[src/rtl/seven_seg_pkg.sv]
// Shared 7-segment types, constants and the digit-to-segment lookup.
// Segment order everywhere is {a,b,c,d,e,f,g}, active-high (logical).
package seven_seg_pkg;

  typedef logic [6:0] seg_t;
  typedef logic [3:0] bcd_t;

  localparam seg_t SEG_BLANK = 7'b0000000;
  localparam seg_t SEG_DASH  = 7'b0000001;

  // Non-decimal nibbles decode to blank so a corrupted digit never
  // shows as a plausible number.
  function automatic seg_t seg_lookup(bcd_t d);
    case (d)
      4'd0:    return 7'b1111110;
      4'd1:    return 7'b0110000;
      4'd2:    return 7'b1101101;
      4'd3:    return 7'b1111001;
      4'd4:    return 7'b0110011;
      4'd5:    return 7'b1011011;
      4'd6:    return 7'b1011111;
      4'd7:    return 7'b1110000;
      4'd8:    return 7'b1111111;
      4'd9:    return 7'b1111011;
      default: return SEG_BLANK;
    endcase
  endfunction

endpackage

[src/rtl/bcd_display_driver_if.sv]
// Bus between a datapath and the display driver.
//   master: load_i, bin_i, blank_lz_i out; busy_o, done_o, ovf_o, seg_o, an_o in
//   slave : the driver side (directions reversed)
interface bcd_display_driver_if #(
  parameter int WIDTH  = 14,
  parameter int DIGITS = 4
);
  import seven_seg_pkg::*;

  logic              load_i;
  logic [WIDTH-1:0]  bin_i;
  logic              blank_lz_i;
  logic              busy_o;
  logic              done_o;
  logic              ovf_o;
  seg_t              seg_o;
  logic [DIGITS-1:0] an_o;

  modport master (output load_i, bin_i, blank_lz_i,
                  input  busy_o, done_o, ovf_o, seg_o, an_o);
  modport slave  (input  load_i, bin_i, blank_lz_i,
                  output busy_o, done_o, ovf_o, seg_o, an_o);
endinterface

[src/rtl/bcd_seg_decoder.sv]
// Combinational BCD nibble -> 7-segment pattern.
//   digit : BCD nibble in
//   seg   : {a..g} out, active-high
module bcd_seg_decoder
  import seven_seg_pkg::*;
(
  input  bcd_t digit,
  output seg_t seg
);
  assign seg = seg_lookup(digit);
endmodule

[src/rtl/bcd_display_driver.sv]
// Multi-digit 7-segment driver: sequential double-dabble binary->BCD
// (one shift per cycle), a display register, and a time-multiplexed
// scan of the digits onto one shared segment bus.
//   clk, rst : clock, synchronous active-high reset
//   bus      : slave side of bcd_display_driver_if (load/bin/blank in;
//              busy/done/ovf/seg/an out)
module bcd_display_driver
  import seven_seg_pkg::*;
#(
  parameter int WIDTH      = 14,
  parameter int DIGITS     = 4,
  parameter int SCAN_DIV   = 50000,
  parameter bit ACTIVE_LOW = 1'b0
) (
  input logic clk,
  input logic rst,
  bcd_display_driver_if.slave bus
);

  localparam int CNT_W = $clog2(WIDTH + 1);
  localparam int IDX_W = (DIGITS > 1) ? $clog2(DIGITS) : 1;
  localparam int DIV_W = (SCAN_DIV > 1) ? $clog2(SCAN_DIV) : 1;
  localparam int BCD_W = 4 * DIGITS;

  localparam logic [CNT_W-1:0] CNT_LAST = CNT_W'(WIDTH - 1);
  localparam logic [IDX_W-1:0] IDX_LAST = IDX_W'(DIGITS - 1);
  localparam logic [DIV_W-1:0] DIV_LAST = DIV_W'(SCAN_DIV - 1);

  localparam logic [0:0] ST_IDLE = 1'b0;
  localparam logic [0:0] ST_BUSY = 1'b1;

  // ---------------- conversion ----------------
  logic [0:0]         state;
  logic [CNT_W-1:0]   cnt;
  logic [WIDTH-1:0]   bin_sr;
  bcd_t [DIGITS-1:0]  bcd_w, bcd_adj, disp;
  logic [BCD_W-1:0]   adj_flat, bcd_shift;
  logic               ovf_w, ovf, done;

  always_comb begin
    bcd_adj = bcd_w;
    for (int i = 0; i < DIGITS; i++)
      if (bcd_w[i] >= 4'd5) bcd_adj[i] = bcd_w[i] + 4'd3;
  end

  assign adj_flat  = bcd_adj;
  assign bcd_shift = {adj_flat[BCD_W-2:0], bin_sr[WIDTH-1]};

  always_ff @(posedge clk) begin
    if (rst) begin
      state  <= ST_IDLE;
      cnt    <= '0;
      bin_sr <= '0;
      bcd_w  <= '0;
      ovf_w  <= 1'b0;
      disp   <= '0;
      ovf    <= 1'b0;
      done   <= 1'b0;
    end else begin
      done <= 1'b0;
      case (state)
        ST_IDLE: if (bus.load_i) begin
          state  <= ST_BUSY;
          cnt    <= '0;
          bin_sr <= bus.bin_i;
          bcd_w  <= '0;
          ovf_w  <= 1'b0;
        end
        ST_BUSY: begin
          bcd_w  <= bcd_shift;
          bin_sr <= bin_sr << 1;
          // a 1 leaving the top nibble means the value needs more digits
          ovf_w  <= ovf_w | adj_flat[BCD_W-1];
          cnt    <= cnt + 1'b1;
          if (cnt == CNT_LAST) begin
            state <= ST_IDLE;
            done  <= 1'b1;
            disp  <= bcd_shift;
            ovf   <= ovf_w | adj_flat[BCD_W-1];
          end
        end
        default: state <= ST_IDLE;
      endcase
    end
  end

  // ---------------- scan ----------------
  logic [DIV_W-1:0]  div;
  logic [IDX_W-1:0]  idx;
  logic [DIGITS-1:0] an_r;
  seg_t              seg_r, dec_seg, seg_next;
  bcd_t              cur;
  logic              lead_zero;

  bcd_seg_decoder u_dec (.digit(cur), .seg(dec_seg));

  // lead_zero: current digit and everything above it are zero
  always_comb begin
    cur       = disp[idx];
    lead_zero = 1'b1;
    for (int j = 0; j < DIGITS; j++)
      if (j >= int'(idx) && disp[j] != 4'd0) lead_zero = 1'b0;
    if (ovf)
      seg_next = SEG_DASH;
    else if (bus.blank_lz_i && idx != '0 && lead_zero)
      seg_next = SEG_BLANK;
    else
      seg_next = dec_seg;
  end

  // an/seg are both registered from the same idx so they switch together
  always_ff @(posedge clk) begin
    if (rst) begin
      div   <= '0;
      idx   <= '0;
      an_r  <= '0;
      seg_r <= SEG_BLANK;
    end else begin
      if (div == DIV_LAST) begin
        div <= '0;
        idx <= (idx == IDX_LAST) ? '0 : idx + 1'b1;
      end else begin
        div <= div + 1'b1;
      end
      an_r  <= DIGITS'(1) << idx;
      seg_r <= seg_next;
    end
  end

  assign bus.busy_o = (state == ST_BUSY);
  assign bus.done_o = done;
  assign bus.ovf_o  = ovf;
  assign bus.seg_o  = seg_r ^ {7{ACTIVE_LOW}};
  assign bus.an_o   = an_r ^ {DIGITS{ACTIVE_LOW}};

endmodule

[src/flat_wrapper.sv]
// flat-port wrapper written by rule: the top's interface ports become plain ports
module bcd_display_driver_flat import seven_seg_pkg::*;
#(
  parameter int WIDTH      = 14,
  parameter int DIGITS     = 4,
  parameter int SCAN_DIV   = 50000,
  parameter bit ACTIVE_LOW = 1'b0
)
  (clk, rst, bus_load_i, bus_bin_i, bus_blank_lz_i, bus_busy_o, bus_done_o, bus_ovf_o, bus_seg_o, bus_an_o);
  bcd_display_driver_if #(.WIDTH(WIDTH), .DIGITS(DIGITS)) bus_i ();
  input logic clk;
  input logic rst;
  input wire logic [$bits(bus_i.load_i)-1:0] bus_load_i;
  input wire logic [$bits(bus_i.bin_i)-1:0] bus_bin_i;
  input wire logic [$bits(bus_i.blank_lz_i)-1:0] bus_blank_lz_i;
  output wire logic [$bits(bus_i.busy_o)-1:0] bus_busy_o;
  output wire logic [$bits(bus_i.done_o)-1:0] bus_done_o;
  output wire logic [$bits(bus_i.ovf_o)-1:0] bus_ovf_o;
  output wire logic [$bits(bus_i.seg_o)-1:0] bus_seg_o;
  output wire logic [$bits(bus_i.an_o)-1:0] bus_an_o;
  assign bus_i.load_i = bus_load_i;
  assign bus_i.bin_i = bus_bin_i;
  assign bus_i.blank_lz_i = bus_blank_lz_i;
  assign bus_busy_o = bus_i.busy_o;
  assign bus_done_o = bus_i.done_o;
  assign bus_ovf_o = bus_i.ovf_o;
  assign bus_seg_o = bus_i.seg_o;
  assign bus_an_o = bus_i.an_o;
  bcd_display_driver #(.WIDTH(WIDTH), .DIGITS(DIGITS), .SCAN_DIV(SCAN_DIV), .ACTIVE_LOW(ACTIVE_LOW)) u_core (.clk(clk), .rst(rst), .bus(bus_i));
endmodule
[config.mk]
export PLATFORM = sky130hd
export DESIGN_NAME = bcd_display_driver_flat
export DESIGN_NICKNAME = d
export VERILOG_FILES = /design/src/rtl/seven_seg_pkg.sv /design/src/rtl/bcd_display_driver_if.sv /design/src/rtl/bcd_seg_decoder.sv /design/src/rtl/bcd_display_driver.sv /design/src/flat_wrapper.sv
export SDC_FILE = /design/constraint.sdc
export NUM_CORES = 1
export LEC_CHECK = 0
export ABC_AREA = 1
export BUFFER_PORTS_ARGS = -buffer_cell sky130_fd_sc_hd__buf_4
export CAP_MARGIN = 15
export CORE_UTILIZATION = 35
export DETAILED_ROUTE_END_ITERATION = 8
export PLACE_DENSITY = 0.5
export SLEW_MARGIN = 25
export SYNTH_ARGS = -nofsm -noshare
export SYNTH_HDL_FRONTEND = slang
export SYNTH_SLANG_ARGS = --single-unit
[constraint.sdc]
create_clock -name clk -period 4.95 [get_ports clk]
set_clock_uncertainty 0.05 [all_clocks]
set_input_delay 0.99 -clock clk [delete_from_list [all_inputs] [get_ports clk]]
set_output_delay 0.99 -clock clk [all_outputs]
set_load 0.02 [all_outputs]
After elaboration in Yosys (flattened, before gate mapping) --
Memory sizes are Yosys's and may differ from the RTL's. Cells that the tools add are included.
Cells by class: add/subtract/negate cells 7, order comparisons 8, equality and inequality tests 4, shifts and indexed selects 1, muxes and demuxes 25, bitwise operators 2, reductions and logical operators 14
Operators by type and width (number):
- $pmux W16 S2 | 1
- $pmux W14 S2 | 1
- $mux W4 | 6
- $add A16 B1 Y16 const B | 1
- $add A4 B2 Y4 const B | 4
- $eq A16 B16 Y1 const B | 1
- $ge A4 B3 Y1 const B | 4
- $mux W16 | 1
- $reduce_bool A4 Y1 | 4
- $mux W14 | 1
- $mux W1 | 10
- $bmux W4 S2 | 1
- $pmux W4 S2 | 1
- $logic_and A1 B1 Y1 | 5
- $add A4 B1 Y4 const B | 1
- $eq A4 B4 Y1 const B | 1
- $ge A1 B2 Y1 const A | 2
- $pmux W1 S2 | 2
- $reduce_or A2 Y1 | 2
- $shl A1 B2 Y4 const A | 1
- $lt A2 B3 Y1 const B | 1
- $reduce_or A3 Y1 | 1
- $add A2 B1 Y2 const B | 1
- $eq A2 B2 Y1 const B | 1
- 7 further kinds | 7
Word-level totals: register bits after elaboration 83, memory bits (read-only) 112, input port bits 18, output and inout bits 14, word-level logic and storage cells 81, memories 1
Memories:
- (no name shown) | depth 16, bits a word 7, read ports 1, clocked after memory_dff 0, write ports 0, RTL line seven_seg_pkg.sv:14 | case (d)

Depth between registers and ports, before layout --
depth in word-level cells 9, gate-level depth with buffers 12, depth with buffers taken out 11

Cells and area by module --
Synthesis repeated with hierarchy kept, for this count alone.
Second synthesis, totals: cells, all modules 602, area, all modules 4157.7 sq um
Modules (own cells, without submodules):
- bcd_display_driver | times used 1, cells an instance 561, area each 3942.5 sq um, seq. area each 1661.6 sq um
- bcd_seg_decoder | times used 1, cells an instance 41, area each 215.2 sq um, seq. area each 0.0 sq um

Worst setup path before layout --
OpenSTA, ideal clock, no wires.
path kind input port to flip-flop, from in rst, to reg u_core.bin_sr[2], library setup time 58 ps, arrival 1750 ps, required time 4842 ps, slack 3091 ps, stages 5, path buffers 2, cell sequence buf_2 inv_2 clkbuf_1 o21ai_0 inv_1
RTL lines:
- from (decl) | RTL line flat_wrapper.sv:12 | input logic rst;
- to (signal assigned) | RTL line bcd_display_driver.sv:65 | bin_sr <= bus.bin_i;
- to (signal assigned) | RTL line bcd_display_driver.sv:71 | bin_sr <= bin_sr << 1;
- to (decl) | RTL line bcd_display_driver.sv:35 | logic [WIDTH-1:0] bin_sr;
No word-level cell between the ends.

Worst setup path after layout --
from reg u_core.state, in the netlist u_core.bus.busy_o, to out bus_busy_o
RTL lines:
- from (decl) | RTL line bcd_display_driver.sv:33 | logic [0:0] state;
- from (signal assigned) | RTL line bcd_display_driver.sv:51 | state <= ST_IDLE;
- from (signal assigned) | RTL line bcd_display_driver.sv:63 | state <= ST_BUSY;
- from (signal assigned) | RTL line bcd_display_driver.sv:76 | state <= ST_IDLE;
- to (decl) | RTL line flat_wrapper.sv:16 | output wire logic [$bits(bus_i.busy_o)-1:0] bus_busy_o;
No word-level cell between the ends.

==> flow_summary.json <==
{
  "critPathKind": "flip-flop to primary output",
  "post_cts_buffers": 0,
  "grt_pass1_wl_mm": 15.4,
  "ir_worst_vdd_mv": 0.153,
  "drtIter0Drc": 171,
  "violations": "DRC",
  "core_um2": 11500,
  "post_cts_resized": 0,
  "n_fill_cell": 1190,
  "syn_area_um2": 4170,
  "rows": 39,
  "grt.total_usage_pct": 15.7,
  "dr.pass1.iters": 6,
  "clk_latency_ns": 0.34,
  "cts_hold_buffers": 0,
  "cts-root-buf": "clkbuf_16",
  "wl_per_cell_um": 12.7,
  "holdWs_ns": 0.403,
  "syn_nets": 587,
  "worstHoldPathType": "flip-flop to flip-flop",
  "die_h_um": 111,
  "status": "finished, violations left",
  "finalMaxSlewViolations": 0,
  "die_w_um": 111,
  "routed_via_density": 4.74,
  "dpl.cell_count": 705,
  "final_cells": 721,
  "rsz0062_at_grt": "false",
  "crit_arrival_ns": 1.30,
  "p_per_area_nw_per_um2": 309,
  "place_congestion": 0.780,
  "syn_to_final_growth_pct": 15.0,
  "hold_viol_final": 0,
  "ys_ff_latch": 83,
  "yosysWarnings": 0,
  "fin_area_um2": 4790,
  "cap_violations": 0,
  "yosysTopAreaCell": "dfxtp_1",
  "min_period_ns": 2.34,
  "cts.clk_slew.worst_paths_ns": 0.06,
  "cts_tree": "yes",
  "max_freq_ghz": 0.427,
  "slew_headroom_pct": 54.1,
  "initial_utilization_pct": 36.2,
  "grt_pass1_vias": 3195,
  "whs_path_depth": 1,
  "overflow": 0,
  "drive_gt1_share_pct": 16.4,
  "synth_cells": 548,
  "port_buffers": 31,
  "fin_nets": 612,
  "via_count": 3415,
  "cp-start-kind": "flip-flop",
  "cts_sinks": 83,
  "critPathCaptureType": "primary output",
  "htree_levels": 3,
  "grt_max_degree": 33,
  "setup-violations-final": 0,
  "max_slew.worst_pin.slew_ns": 0.687,
  "antenna_left": 0,
  "antenna_found_initial": 0,
  "route.detailed.drc": 2,
  "cp_max_fo": 32,
  "min_period_over_period_pct": 47.3,
  "ys_types": 42,
  "wl_mm": 9.14,
  "synth_top_area_share_pct": 39.9,
  "synth.top_cells.by_area": "dfxtp_1 40%, nand2_1 11%, ha_1 6.3%",
  "reg2reg_slack_ns": 2.72,
  "r2r_cells": 10,
  "p_leak_nw": 1.98,
  "finalPower_mw": 1.48,
  "placed_cell_area_um2": 4480,
  "syn_area_per_cell_um2": 7.60,
  "io_pins": 32,
  "required_ns": 3.91,
  "cts_buffer_depth": 2,
  "die_area_um2": 12300,
  "synth-seq-area-share_pct": 39.9,
  "numCtsBuffers": 9,
  "dp_hpwl_mm": 6.41,
  "tns_ns": 0,
  "diodes": 0
}
[cells by family after synthesis]
logic type / count (synthesis) / share of synthesized area [%]
and+or+nand+nor: 250 / 30.2
xor gates and xnor gates: 9 / 1.89
buffers and inverters: 96 / 9.61
adders and majority gates: 21 / 6.31
DFF: 83 / 39.9
AOI/OAI and AO/OA: 89 / 12.1
[area by class of cell]
class	instances	area (um^2)	share of cell area, %
Clock buffer	11	233	4.86
Clock inverter	5	77.6	1.62
Inverter	78	295	6.17
Multi-Input combinational cell	369	2100	43.9
Sequential cell	83	1660	34.7
Tap cell	143	179	3.74
Timing Repair Buffer	32	240	5.02
[power breakdown]
group	internal, mW	total [mW]	switching, mW
Combinational	0.0283	0.0789	0.0506
Clock	0.440	0.712	0.271
Sequential	0.682	0.689	0.00758
[critical path, cell delays in order (launching register included)]
cell,delay [ns]
dfxtp_1,0.37
buf_4,0.37
buf_4,0.22
[layer usage]
| metal | share of wire (%) | wire [um] | global-route usage (%) |
|---|---|---|---|
| met4 | 1.8 | 164 | 7.30 |
| met3 | 3.0 | 276 | 3.17 |
| met1 | 49 | 4500 | 20.5 |
| met5 | 0 | 0 | 0 |
| met2 | 46 | 4190 | 24.9 |
[flip-flops by register name (all words and copies together) (netlist names)]
register and flops:
u_core.bcd_w 16, u_core.bin_sr 14, u_core.bus.an_o 4, u_core.bus.busy_o 1
u_core.bus.done_o 1, u_core.bus.ovf_o 1, u_core.bus.seg_o 7, u_core.cnt 4
u_core.disp 16, u_core.div 16, u_core.idx 2, u_core.ovf_w 1
[cells in the mapped netlist (all sizes together)]
library cell and n:
a211oi 1, a21boi 3, a21oi 38, a22oi 7, a31o 1, buf 13
clkbuf 5, clkinv 1, dfxtp 83, ha 21, inv 77, nand2 133
nand3 45, nand3b 1, nand4 8, nor2 44, nor3 9, nor3b 4
o211ai 6, o21a 1, o21ai 27, o22ai 5, or2 6, xor2 9
[through the flow]
| step | worst slack (ns) | utilization, % |
|---|---|---|
| 6_report | 2.61 | 41.6 |
| 5_1_grt | 2.54 | 41.6 |
| 4_1_cts | 2.59 | 41.6 |
| 3_5_place_dp | 2.52 | 38.9 |
| 3_3_place_gp | 2.55 | 38.9 |
| 2_1_floorplan | 3.09 | - |
[worst paths after layout]
check | to | start
worst max-delay path | bus_busy_o | u_core.bus.busy_o$_SDFF_PP0_
worst min-delay path | u_core.div[0]$_SDFF_PP0_ | u_core.div[0]$_SDFF_PP0_
worst max register to register | u_core.bus.seg_o[3]$_SDFF_PP0_ | u_core.idx[0]$_SDFFE_PP0P_
worst min register to register | u_core.div[0]$_SDFF_PP0_ | u_core.div[0]$_SDFF_PP0_
[placed cells by master (no fill, tap or decap), types with 5 or more instances in the layout]
| cell type | n |
|---|---|
| a22oi_1 | 7 |
| nand3_1 | 36 |
| o21ai_0 | 18 |
| ha_1 | 21 |
| nand4_1 | 7 |
| xor2_1 | 9 |
| nor3_1 | 8 |
| inv_1 | 68 |
| buf_4 | 32 |
| nand2_1 | 122 |
| nand2_4 | 6 |
| nor2_2 | 8 |
| a21oi_1 | 37 |
| o21ai_1 | 9 |
| or2_2 | 5 |
| o22ai_1 | 5 |
| inv_2 | 8 |
| o211ai_1 | 6 |
| clkbuf_16 | 9 |
| nand3_2 | 7 |
| dfxtp_1 | 83 |
| nor2_1 | 34 |
Note: power is estimated with default switching activity, not from simulation.
